File: src/rtl/muldiv_unit.sv
// Iterative RV32M multiply/divide unit.
// Multiplication is shift-add on operand magnitudes and division is restoring
// shift-subtract on magnitudes. Both use one bit per enabled cycle, and the
// sign is fixed up in the cycle that enters DONE.
module muldiv_unit #(
    parameter int XLEN  = 32,
    parameter int CNT_W = 6
) (
    input  logic            clock,
    input  logic            reset,
    input  logic            enable,
    input  logic            start,
    input  logic [2:0]      op,
    input  logic [XLEN-1:0] a,
    input  logic [XLEN-1:0] b,
    input  logic            flush,
    output logic            ready,
    output logic            busy,
    output logic            done,
    output logic [XLEN-1:0] result
);

    typedef enum logic [1:0] {
        IDLE = 2'd0,
        CALC = 2'd1,
        DONE = 2'd2
    } state_e;

    localparam logic [XLEN-1:0] MIN_NEG = {1'b1, {(XLEN-1){1'b0}}};

    state_e            state_q, state_d;
    logic [CNT_W-1:0]  cnt_q, cnt_d;
    logic [2:0]        op_q, op_d;
    logic [XLEN-1:0]   opnd_q, opnd_d;     // multiplicand or divisor magnitude
    logic [2*XLEN-1:0] prod_q, prod_d;     // {hi, lo}: product or {remainder, quotient}
    logic              neg_q, neg_d;       // negate the final value
    logic [XLEN-1:0]   result_q, result_d;

    // Accept-side decode: operand signedness, magnitudes, special cases
    logic            a_sgn, b_sgn, sa, sb;
    logic            div_zero, div_ovf, special, accept, last_iter;
    logic [XLEN-1:0] mag_a, mag_b, special_res;

    assign a_sgn = (op == 3'b000) | (op == 3'b001) | (op == 3'b010) |
                   (op == 3'b100) | (op == 3'b110);
    assign b_sgn = (op == 3'b000) | (op == 3'b001) | (op == 3'b100) | (op == 3'b110);
    assign sa    = a_sgn & a[XLEN-1];
    assign sb    = b_sgn & b[XLEN-1];
    assign mag_a = sa ? -a : a;
    assign mag_b = sb ? -b : b;

    assign div_zero    = op[2] & (b == '0);
    assign div_ovf     = op[2] & ~op[0] & (a == MIN_NEG) & (b == '1);
    assign special     = div_zero | div_ovf;
    assign special_res = div_zero ? (op[1] ? a : '1) : (op[1] ? '0 : a);

    assign accept    = (state_q == IDLE) & start & enable & ~flush;
    assign last_iter = (cnt_q == CNT_W'(XLEN - 1));

    // One iteration of the datapath
    logic [XLEN:0]     add_sum, rem_sh, diff;
    logic [2*XLEN-1:0] mul_step, div_step, step, mul_full;
    logic [XLEN-1:0]   div_val, div_res, calc_res;

    assign add_sum  = {1'b0, prod_q[2*XLEN-1:XLEN]} + {1'b0, opnd_q};
    assign mul_step = prod_q[0] ? {add_sum, prod_q[XLEN-1:1]}
                                : {1'b0, prod_q[2*XLEN-1:1]};

    // Remainder shifted left by one with the next dividend bit brought in.
    // A borrow in the top bit means the trial subtract must be discarded.
    assign rem_sh   = {prod_q[2*XLEN-1:XLEN], prod_q[XLEN-1]};
    assign diff     = rem_sh - {1'b0, opnd_q};
    assign div_step = diff[XLEN] ? {rem_sh[XLEN-1:0], prod_q[XLEN-2:0], 1'b0}
                                 : {diff[XLEN-1:0],   prod_q[XLEN-2:0], 1'b1};

    assign step     = op_q[2] ? div_step : mul_step;
    assign mul_full = neg_q ? -step : step;
    assign div_val  = op_q[1] ? step[2*XLEN-1:XLEN] : step[XLEN-1:0];
    assign div_res  = neg_q ? -div_val : div_val;

    // Pick the architectural result from the final iteration
    always_comb begin
        calc_res = div_res;
        case (op_q)
            3'b000:                 calc_res = mul_full[XLEN-1:0];
            3'b001, 3'b010, 3'b011: calc_res = mul_full[2*XLEN-1:XLEN];
            default:                calc_res = div_res;
        endcase
    end

    // State register
    always_ff @(posedge clock) begin
        if (reset) state_q <= IDLE;
        else       state_q <= state_d;
    end

    // Next-state logic: flush ignores enable, and every other move needs enable
    always_comb begin
        state_d = state_q;
        if (flush) begin
            state_d = IDLE;
        end else if (enable) begin
            case (state_q)
                IDLE:    if (start) state_d = special ? DONE : CALC;
                CALC:    if (last_iter) state_d = DONE;
                DONE:    state_d = IDLE;
                default: state_d = IDLE;
            endcase
        end
    end

    // Status outputs decoded from state
    always_comb begin
        ready = (state_q == IDLE);
        busy  = (state_q == CALC) | (state_q == DONE);
        done  = (state_q == DONE);
    end

    // Datapath next-state: load on accept, iterate in CALC, capture result on exit
    always_comb begin
        cnt_d    = cnt_q;
        op_d     = op_q;
        opnd_d   = opnd_q;
        prod_d   = prod_q;
        neg_d    = neg_q;
        result_d = result_q;
        if (accept) begin
            cnt_d = '0;
            if (special) begin
                result_d = special_res;
            end else begin
                op_d   = op;
                opnd_d = op[2] ? mag_b : mag_a;
                prod_d = {{XLEN{1'b0}}, (op[2] ? mag_a : mag_b)};
                neg_d  = (op[2] & op[1]) ? sa : (sa ^ sb);
            end
        end else if (!flush && enable && state_q == CALC) begin
            prod_d = step;
            cnt_d  = cnt_q + 1'b1;
            if (last_iter) begin
                cnt_d    = '0;
                result_d = calc_res;
            end
        end
    end

    // Datapath registers
    always_ff @(posedge clock) begin
        if (reset) begin
            cnt_q    <= '0;
            op_q     <= '0;
            opnd_q   <= '0;
            prod_q   <= '0;
            neg_q    <= 1'b0;
            result_q <= '0;
        end else begin
            cnt_q    <= cnt_d;
            op_q     <= op_d;
            opnd_q   <= opnd_d;
            prod_q   <= prod_d;
            neg_q    <= neg_d;
            result_q <= result_d;
        end
    end

    assign result = result_q;

endmodule

File: config.mk
export PLATFORM = sky130hd
export DESIGN_NAME = muldiv_unit
export DESIGN_NICKNAME = d
export VERILOG_FILES = /design/src/rtl/muldiv_unit.sv
export SDC_FILE = /design/constraint.sdc
export NUM_CORES = 1
export LEC_CHECK = 0
export ABC_AREA = 0
export CORE_ASPECT_RATIO = 0.5
export CORE_UTILIZATION = 53
export CTS_BUF_LIST = sky130_fd_sc_hd__clkbuf_4 sky130_fd_sc_hd__clkbuf_8
export DETAILED_ROUTE_END_ITERATION = 10
export GPL_ROUTABILITY_DRIVEN = 0
export PLACE_DENSITY = 0.74
export SLEW_MARGIN = 20
export SYNTH_ARGS = -nofsm -noshare
export SYNTH_HDL_FRONTEND = slang
export SYNTH_SLANG_ARGS = --single-unit
File: constraint.sdc
create_clock -name clock -period 6.5 [get_ports clock]
set_clock_uncertainty 0.15 [all_clocks]
set_input_delay 1.95 -clock clock [delete_from_list [all_inputs] [get_ports clock]]
set_output_delay 1.95 -clock clock [all_outputs]
set_load 0.05 [all_outputs]
# Yosys cells after proc, flatten, opt, wreduce, memory -nomap -nowiden
# Index checks and enable logic that the tools add are counted.
# op_classes
addsub,7
n_eq_ne,16
muxes,27
n_bitwise,22
reduce_logical,16
# op_table
cell,count
$mux 64,7
$mux 32,13
$neg 32->32,3
$eq 32x32->1 const B,2
$neg 64->64,1
$pmux 32 s2,1
$add 32x32->33,1
$sub 33x32->33,1
$logic_not 32->1,1
$and 1x1->1,10
$eq 3x2->1 const B,3
$ne 2x2->1 const B,4
$or 1x1->1,8
$add 6x1->6 const B,1
$eq 3x1->1 const B,2
$eq 3x3->1 const B,2
$eq 6x5->1 const B,1
$logic_not 3->1,2
$mux 2,3
$mux 6,1
$reduce_and 3->1,2
$pmux 2 s2,1
$reduce_and 2->1,2
$reduce_bool 2->1,2
other kinds (10),14
# totals
reg_bits,140
in_bits,72
wordCells,95

# Depth between registers and ports, before layout
# Gate-level depths: netlist of run 1.
# depth
depth_word,10
mapped_depth,23
mapped_depth_nobuf,22

# Worst setup path before layout of run 1
# OpenSTA, ideal clock, no wires.
# synth_timing
path_kind,flip-flop to flip-flop
from,register prod_q[31]
to,register result_q[17] (netlist: result[17])
setup_ns,0.117
t_arrival_ns,4.714
required_time_ns,6.233
path_slack_ns,1.519
path_stages_with_launch,20
path_buffers,2
period_less_slack_ns,4.981
cell_sequence,dfxtp_1 -> inv_1 -> ha_1 -> inv_1 -> fa_1 -> a211oi_2 -> o211ai_1 -> and4bb_1 -> o211a_4 -> nor4_2 -> buf_6 -> nor4_1 -> a311o_1 -> or4b_4 -> or4_1 -> buf_4 -> nor2_4 -> mux2i_1 -> or4_1 -> a32o_1
# synth_between
elab_chain_len,10
elab_cells_between_ends,13
# synth_lines
element,line,text
from (decl),35,"logic [2*XLEN-1:0] prod_q, prod_d;"
from (signal assigned),160,prod_q <= prod_d;
$sub 33x32->33,72,"assign diff = rem_sh - {1'b0, opnd_q};"
$mux 64,73,"assign div_step = diff[XLEN] ? {rem_sh[XLEN-1:0], prod_q[XLEN-2:0], 1'b0}"
$mux 64 *,76,assign step = op_q[2] ? div_step : mul_step;
$mux 32,78,assign div_val = op_q[1] ? step[2*XLEN-1:XLEN] : step[XLEN-1:0];
$neg 32->32,79,assign div_res = neg_q ? -div_val : div_val;
$mux 32,79,
$pmux 32 s2 *,84,case (op_q)
$mux 32 *,140,if (last_iter) begin
$mux 32 *,137,end else if (!flush && enable && state_q == CALC) begin
$mux 32 *,127,if (accept) begin
to (signal assigned),162,result_q <= result_d;
to (decl),37,"logic [XLEN-1:0] result_q, result_d;"
# Mark *: on every way between the ends. The rest lies on a longest branch, timed or not. The select of a mux whose other input is x is not followed.
# A chain may end at the register's enable or synchronous reset.

# Worst setup path in the final report of run 1
# layout_timing
from,register prod_q[31]
to,register result_q[22] (netlist: result[22])
# The elaborated chain is that of the path after synthesis.

==> out/qor.csv, run 1 <==
metric,value,unit
syn_nets,2785,
drive_gt1_share,7.205,%
clock_latency,0.52,ns
clockBufferDepth,2,
status,"finished, final reports clean",
postRouteAntennaNets,0,
overflow,0,
startpoint,prod_q[31],
worst-path-buf-inv,2,
routed_wl,75350,µm
cp-start-kind,register,
syn_avg_cell_area,6.785,µm²
cellLeakagePower,0.007194,µW
synth-async-reset-ratio,0,%
stdcell_count,3107,
yosys-top-cells-area,"dfxtp_1 (16%), nor2_1 (6.8%), a21oi_1 (6.5%), nand2_1 (5.4%), ha_1 (5.1%)",
drv_cap,0,
grt_pass1_wl,112900,µm
critical_path.top_delay_family,simple AND/OR/NAND/NOR gates,
clock_power_share,27.6,%
hold_class,reg -> reg,
ir_drop,0.1093,mV
clk_pin_slew,0.09,ns
root_buffer,clkbuf_8,
synth_most_common_cell,nor2_1,
postLayoutCoreUtil,59.77,%
hold_violations,0,
via_per_inst,7.013,
layout.nets,2799,
synth_seq_area_share,15.66,%
h-tree-depth,4,
crit_required,6.72,ns
port_buffers,106,
p_per_area,151.0,nW/µm²
dieArea,34560,µm²
drt_iter0_drc,4442,
switching_share,42.99,%
place_inst,3074,
syn_inst,2638,
p_seq_share,30.8,%
holdBufCountCts,0,
holdWs,0.3167,ns
tightest_slew,1.295,ns
start_util,53.97,%
die_w,261.9,µm
crit_slowest_cell,o41ai_1,
rrSetupSlack,0.29,ns
cts_tree,yes,
grt_pass1_vias,18566,
grt_max_degree,85,
synth_top_cell_by_area,dfxtp_1,
cts_resized,0,
period_needed,6.213,ns
crit_path_end_kind,register,
fmax,161.0,MHz
critPathMaxStageDelay,0.61,ns
postCtsSetupBuffers,0,
p_sw,1287,µW
synth_top_area_share,15.66,%
core-area,33170,µm²
tns,0,ns
wl_per_cell,24.25,µm
cp_cell_sequence,inv_1 > ha_1 > inv_1 > fa_1 > a211oi_2 > o211ai_1 > and4bb_1 > o211a_4 > nor4_2 > nor3_1 > nor2_1 > ha_1 > o21ai_0 > nor4_1 > nand2_1 > nor2_1 > nand4_1 > nor4_1 > mux2_2 > o41ai_1 > o21ai_0,
io_pins,107,
rows,47,
yosysWarnings,0,
track_usage,42.55,%
post-route-period-util,95.58,%
cts_sinks,140,
areaGrowthSynthToFinish,10.75,%
worstPathArrival,6.43,ns
maxSlewViolCount,0,
drc,0,
dr.pass1.iters,11,
total_power,2994,µW
final-setup-viol-count,0,
ys_ff_latch,140,
die_y,132.0,µm
dp.final_hpwl,57420,µm
synth.distinct_cells,93,
internal_power,1707,µW
synth_edf_count,0,
rsz0062_at_grt,false,
numCtsBuffers,17,
criticalPathCategory,reg -> reg,
synth_top_cells_by_count,"nor2_1 (325), nand2_1 (259), a21oi_1 (231), o21ai_0 (176), clkbuf_1 (142)",
synth_top_flop_cell,dfxtp_1,
vias,21789,
min-delay-start,result[2],
antenna_found_initial,4,
critPathMaxFanout,4,
combinationalPowerShare,41.6,%
slew_headroom,13.13,%
r2r-start,prod_q[31],
syn_area,17900,µm²
-- final cells by class --
| cell class | instances | area, µm² |
|---|---|---|
| antenna | 1 | 2.502 |
| clock buffer | 20 | 275.3 |
| clock inverter | 12 | 160.2 |
| fill | 3155 | 13340 |
| inverter | 75 | 281.5 |
| multi-input combinational | 2240 | 14140 |
| sequential | 140 | 2810 |
| tap | 441 | 551.8 |
| timing repair buffer | 178 | 1607 |
-- worst paths after layout --
| kind | endpoint | cells past startpoint |
|---|---|---|
| max reg2reg | result[22] | 21 |
| min reg2reg | result[2] | 2 |
| max | result[22] | 21 |
| min | result[2] | 2 |
-- tightest hold or removal path, delay by kind of cell (launching register included) --
kind | cells | cell delay, ns
and+or+nand+nor | 1 | 0.05
AOI/OAI and AO/OA | 1 | 0.05
DFF | 1 | 0.33
-- routing by layer --
metal | vias up | wire length, µm | share of wire [%] | GRT usage (%)
met4 | 4 | 2100 | 2.8 | 9.281
met2 | 1689 | 27320 | 36 | 54.31
met5 | - | 22 | 0.029 | 0
li1 | 9832 | - | - | -
met1 | 10040 | 31140 | 41 | 61.36
met3 | 224 | 14760 | 20 | 22.32
-- kinds of logic after synthesis --
group,share of synthesized area (%)
simple gates,27.86
compound gates,30.90
buf+inv,5.711
xor+xnor,7.927
flops,15.66
fa+ha+maj,6.501
mux,5.445
-- through the flow --
| stage | worst slack (ns) | area (µm²) |
|---|---|---|
| 3_3_place_gp | 0.6511 | 19350 |
| 2_1_floorplan | 1.519 | 17900 |
| 6_report | 0.2870 | 19820 |
| 5_1_grt | 0.2116 | 19820 |
| 3_5_place_dp | 0.4704 | 19360 |
| 4_1_cts | 0.6535 | 19790 |
-- layout by cell type (no fill, tap or decap), types with 22 or more instances in the layout --
| cell type | instances |
|---|---|
| mux2i_1 | 76 |
| o211ai_1 | 45 |
| nand2_1 | 258 |
| nand4_1 | 46 |
| and2_1 | 22 |
| nand3_1 | 77 |
| buf_4 | 72 |
| inv_1 | 71 |
| a21oi_1 | 229 |
| nor4_1 | 38 |
| ha_1 | 73 |
| a211oi_1 | 87 |
| xnor2_1 | 104 |
| o21ai_0 | 176 |
| clkdlybuf4s50_1 | 104 |
| xor2_1 | 58 |
| o31ai_1 | 37 |
| or3_1 | 32 |
| nand2b_1 | 24 |
| nor2_1 | 325 |
| a31oi_1 | 32 |
| dfxtp_1 | 136 |
| nor3_1 | 98 |
-- state kept, by name, summed over array words and instances, names as in the netlist --
register,flops
result,32
cnt_q,6
opnd_q,32
state_q,2
op_q,3
neg_q,1
prod_q,64
-- power groups by stage --
stage	sequential, µW	clock, µW	combinational (µW)
finish	923	827	1240
detailed placement	937	0	1160
global route	923	857	1300
floorplan	915	0	794
global placement	936	0	1150
CTS	917	819	1170
No activity file was read; power rests on OpenSTA's default activity.
==> run 2, diff against run 1 <==
--- a/config.mk
+++ b/config.mk
@@ -8,7 +8,7 @@
 export ABC_AREA = 0
 export CORE_ASPECT_RATIO = 0.5
 export CORE_UTILIZATION = 53
-export CTS_BUF_LIST = sky130_fd_sc_hd__clkbuf_4 sky130_fd_sc_hd__clkbuf_8
+export CTS_BUF_LIST = sky130_fd_sc_hd__clkbuf_16
 export DETAILED_ROUTE_END_ITERATION = 10
 export GPL_ROUTABILITY_DRIVEN = 0
 export PLACE_DENSITY = 0.74
@@ -16,3 +16,4 @@
 export SYNTH_ARGS = -nofsm -noshare
 export SYNTH_HDL_FRONTEND = slang
 export SYNTH_SLANG_ARGS = --single-unit
+export TNS_END_PERCENT = 30
==> run 2 against run 1 <==
- the run now ends with DRC left
- maximum frequency increased by 1.6%
- setup slack improved by 0.098 ns
- sequential power about the same
- clock power up 26%
- combinational power about the same
- hold slack lost 0.0059 ns
- via count rose by 0.17%
- sequential share of layout area fell by 0.11 points
- die area did not move
- critical path type unchanged
- largest power group unchanged
- highest routed layer unchanged
==> out/qor.csv, run 2 (synthesis gave the netlist of run 1 again) <==
metric,value,unit,change
overflow,0,,unchanged
fmax,163.5,MHz,+1.6%
root_buffer,clkbuf_16,,
clockBufferDepth,2,,unchanged
drv_cap,0,,unchanged
core-area,33170,µm²,unchanged
cts_sinks,140,,unchanged
post-route-period-util,94.08,%,-1.5 points
hold_class,reg -> reg,,
final_cell_mix,"nor2_1 (325), nand2_1 (258), a21oi_1 (229), o21ai_0 (176), dfxtp_1 (136)",,
clk_pin_slew,0.07,ns,-0.02 ns
dp.final_hpwl,57420,µm,unchanged
final_common_cell,nor2_1,,
drt_iter0_drc,4805,,+8.2%
cts_tree,yes,,
holdBufCountCts,0,,unchanged
ir_drop,0.1459,mV,+34%
track_usage,42.74,%,+0.19 points
grt_pass1_vias,18585,,+0.10%
worstPathArrival,6.28,ns,-0.15 ns
postCtsSetupBuffers,0,,unchanged
crit_slowest_cell,o41ai_1,,
status,finished with violations,,
clock_latency,0.47,ns,-0.05 ns
final-setup-viol-count,0,,unchanged
tightest_slew,1.410,ns,+0.1147 ns
rsz0062_at_grt,false,,
grt_pass1_wl,113300,µm,+0.42%
areaGrowthSynthToFinish,11.64,%,
maxSlewViolCount,0,,unchanged
place_inst,3074,,unchanged
slew_headroom,5.443,%,-7.7 points
grt_max_degree,85,,unchanged
hold-path-cell-count,2,,unchanged
wl_per_cell,24.38,µm,+0.53%
h-tree-depth,4,,unchanged
nFillCells,3134,,-0.67%
total_power,3215,µW,+7.4%
vias,21825,,+0.17%
diodes,0,,-1
postPlaceCellArea,19360,µm²,unchanged
largest-register,prod_q,,
ff2ff_path_depth,21,,unchanged
drive_gt1_share,7.092,%,-0.11 points
p_per_area,160.9,nW/µm²,+6.5%
dieArea,34560,µm²,unchanged
fin_area,19980,µm²,+0.80%
io_pins,107,,unchanged
tns,0,ns,unchanged
violations,DRC,,
cp-start-kind,register,,
die_y,132.0,µm,unchanged
via_per_inst,7.027,,+0.20%
rows,47,,unchanged
routed_wl,75720,µm,+0.50%
criticalPathCategory,reg -> reg,,
period_needed,6.115,ns,-0.09808 ns
cellLeakagePower,0.007264,µW,+0.98%
cp_cell_sequence,inv_1 > ha_1 > inv_1 > fa_1 > a211oi_2 > o211ai_1 > and4bb_1 > o211a_4 > nor4_2 > nor3_1 > nor2_1 > ha_1 > o21ai_0 > nor4_1 > nand2_1 > nor2_1 > nand4_1 > nor4_1 > mux2_2 > o41ai_1 > o21ai_0,,
critPathMaxFanout,4,,unchanged
largest_reg_flops,64,,unchanged
die_w,261.9,µm,unchanged
antenna_found_initial,3,,-1
crit_required,6.67,ns,-0.05 ns
numCtsBuffers,17,,unchanged
critPathMaxStageDelay,0.56,ns,-0.05 ns
postRouteAntennaNets,0,,unchanged
port_buffers,106,,unchanged
drc,20,,+20
stdcell_count,3106,,-0.032%
dr.pass1.iters,11,,unchanged
layout.nets,2799,,unchanged
cts_resized,0,,unchanged
crit_path_end_kind,register,,
hold_violations,0,,unchanged
start_util,53.97,%,unchanged
## run 2: cell count changes in the layout (fill, tap and decap cells not counted), sizes merged
cell,previous run,this run
clkbuf,20,17
clkinv,8,11
diode,1,0
## run 2: cell type report
type	instances	area, µm²	share of cell area [%]
sequential	140	2810	14.06
clock inverter	15	171.4	0.8578
timing repair buffer	178	1607	8.040
tap	441	551.8	2.761
multi-input combinational	2240	14140	70.74
clock buffer	17	425.4	2.129
inverter	75	281.5	1.409
## run 2: per-layer routing
| layer | global-route usage, % | vias to the layer above | share of wire, % |
|---|---|---|---|
| met3 | 22.76 | 237 | 19 |
| li1 | - | 9835 | - |
| met1 | 61.38 | 10024 | 41 |
| met2 | 54.53 | 1723 | 37 |
| met5 | 0 | - | 0.061 |
| met4 | 9.473 | 6 | 2.8 |
## run 2: worst paths after layout
check / end / slack, ns / from
setup / recovery: result[22] / 0.39 / prod_q[31]
hold / removal: result[3] / 0.31 / result[3]
setup reg to reg: result[22] / 0.39 / prod_q[31]
hold reg to reg: result[3] / 0.31 / result[3]
## run 2: worst max-delay path: cells and delay by family (launching register included)
| kind | cells | cell delay [ns] |
|---|---|---|
| multiplexers | 1 | 0.39 |
| AO/OA/AOI/OAI | 6 | 1.63 |
| flip-flops | 1 | 0.34 |
| AND/OR/NAND/NOR | 9 | 2.43 |
| buffers and inverters | 2 | 0.20 |
| adder cells (fa/ha/maj) | 3 | 0.84 |
## run 2: per-stage QoR
stage	utilization [%]	worst slack (ns)	hold slack [ns]
after floorplan	-	1.519	0.3036
after global placement	58.36	0.6511	0.2942
after detailed placement	58.36	0.4704	0.2981
after CTS	60.16	0.6611	0.3069
after global routing	60.25	0.2387	0.3276
final	60.25	0.3851	0.3108
## run 2: report_power, final
part / switching, µW / total (µW) / internal, µW
logic: 832 / 1250 / 415
clock network: 442 / 1040 / 602
registers: 44.6 / 924 / 879
total: 1320 / 3220 / 1900
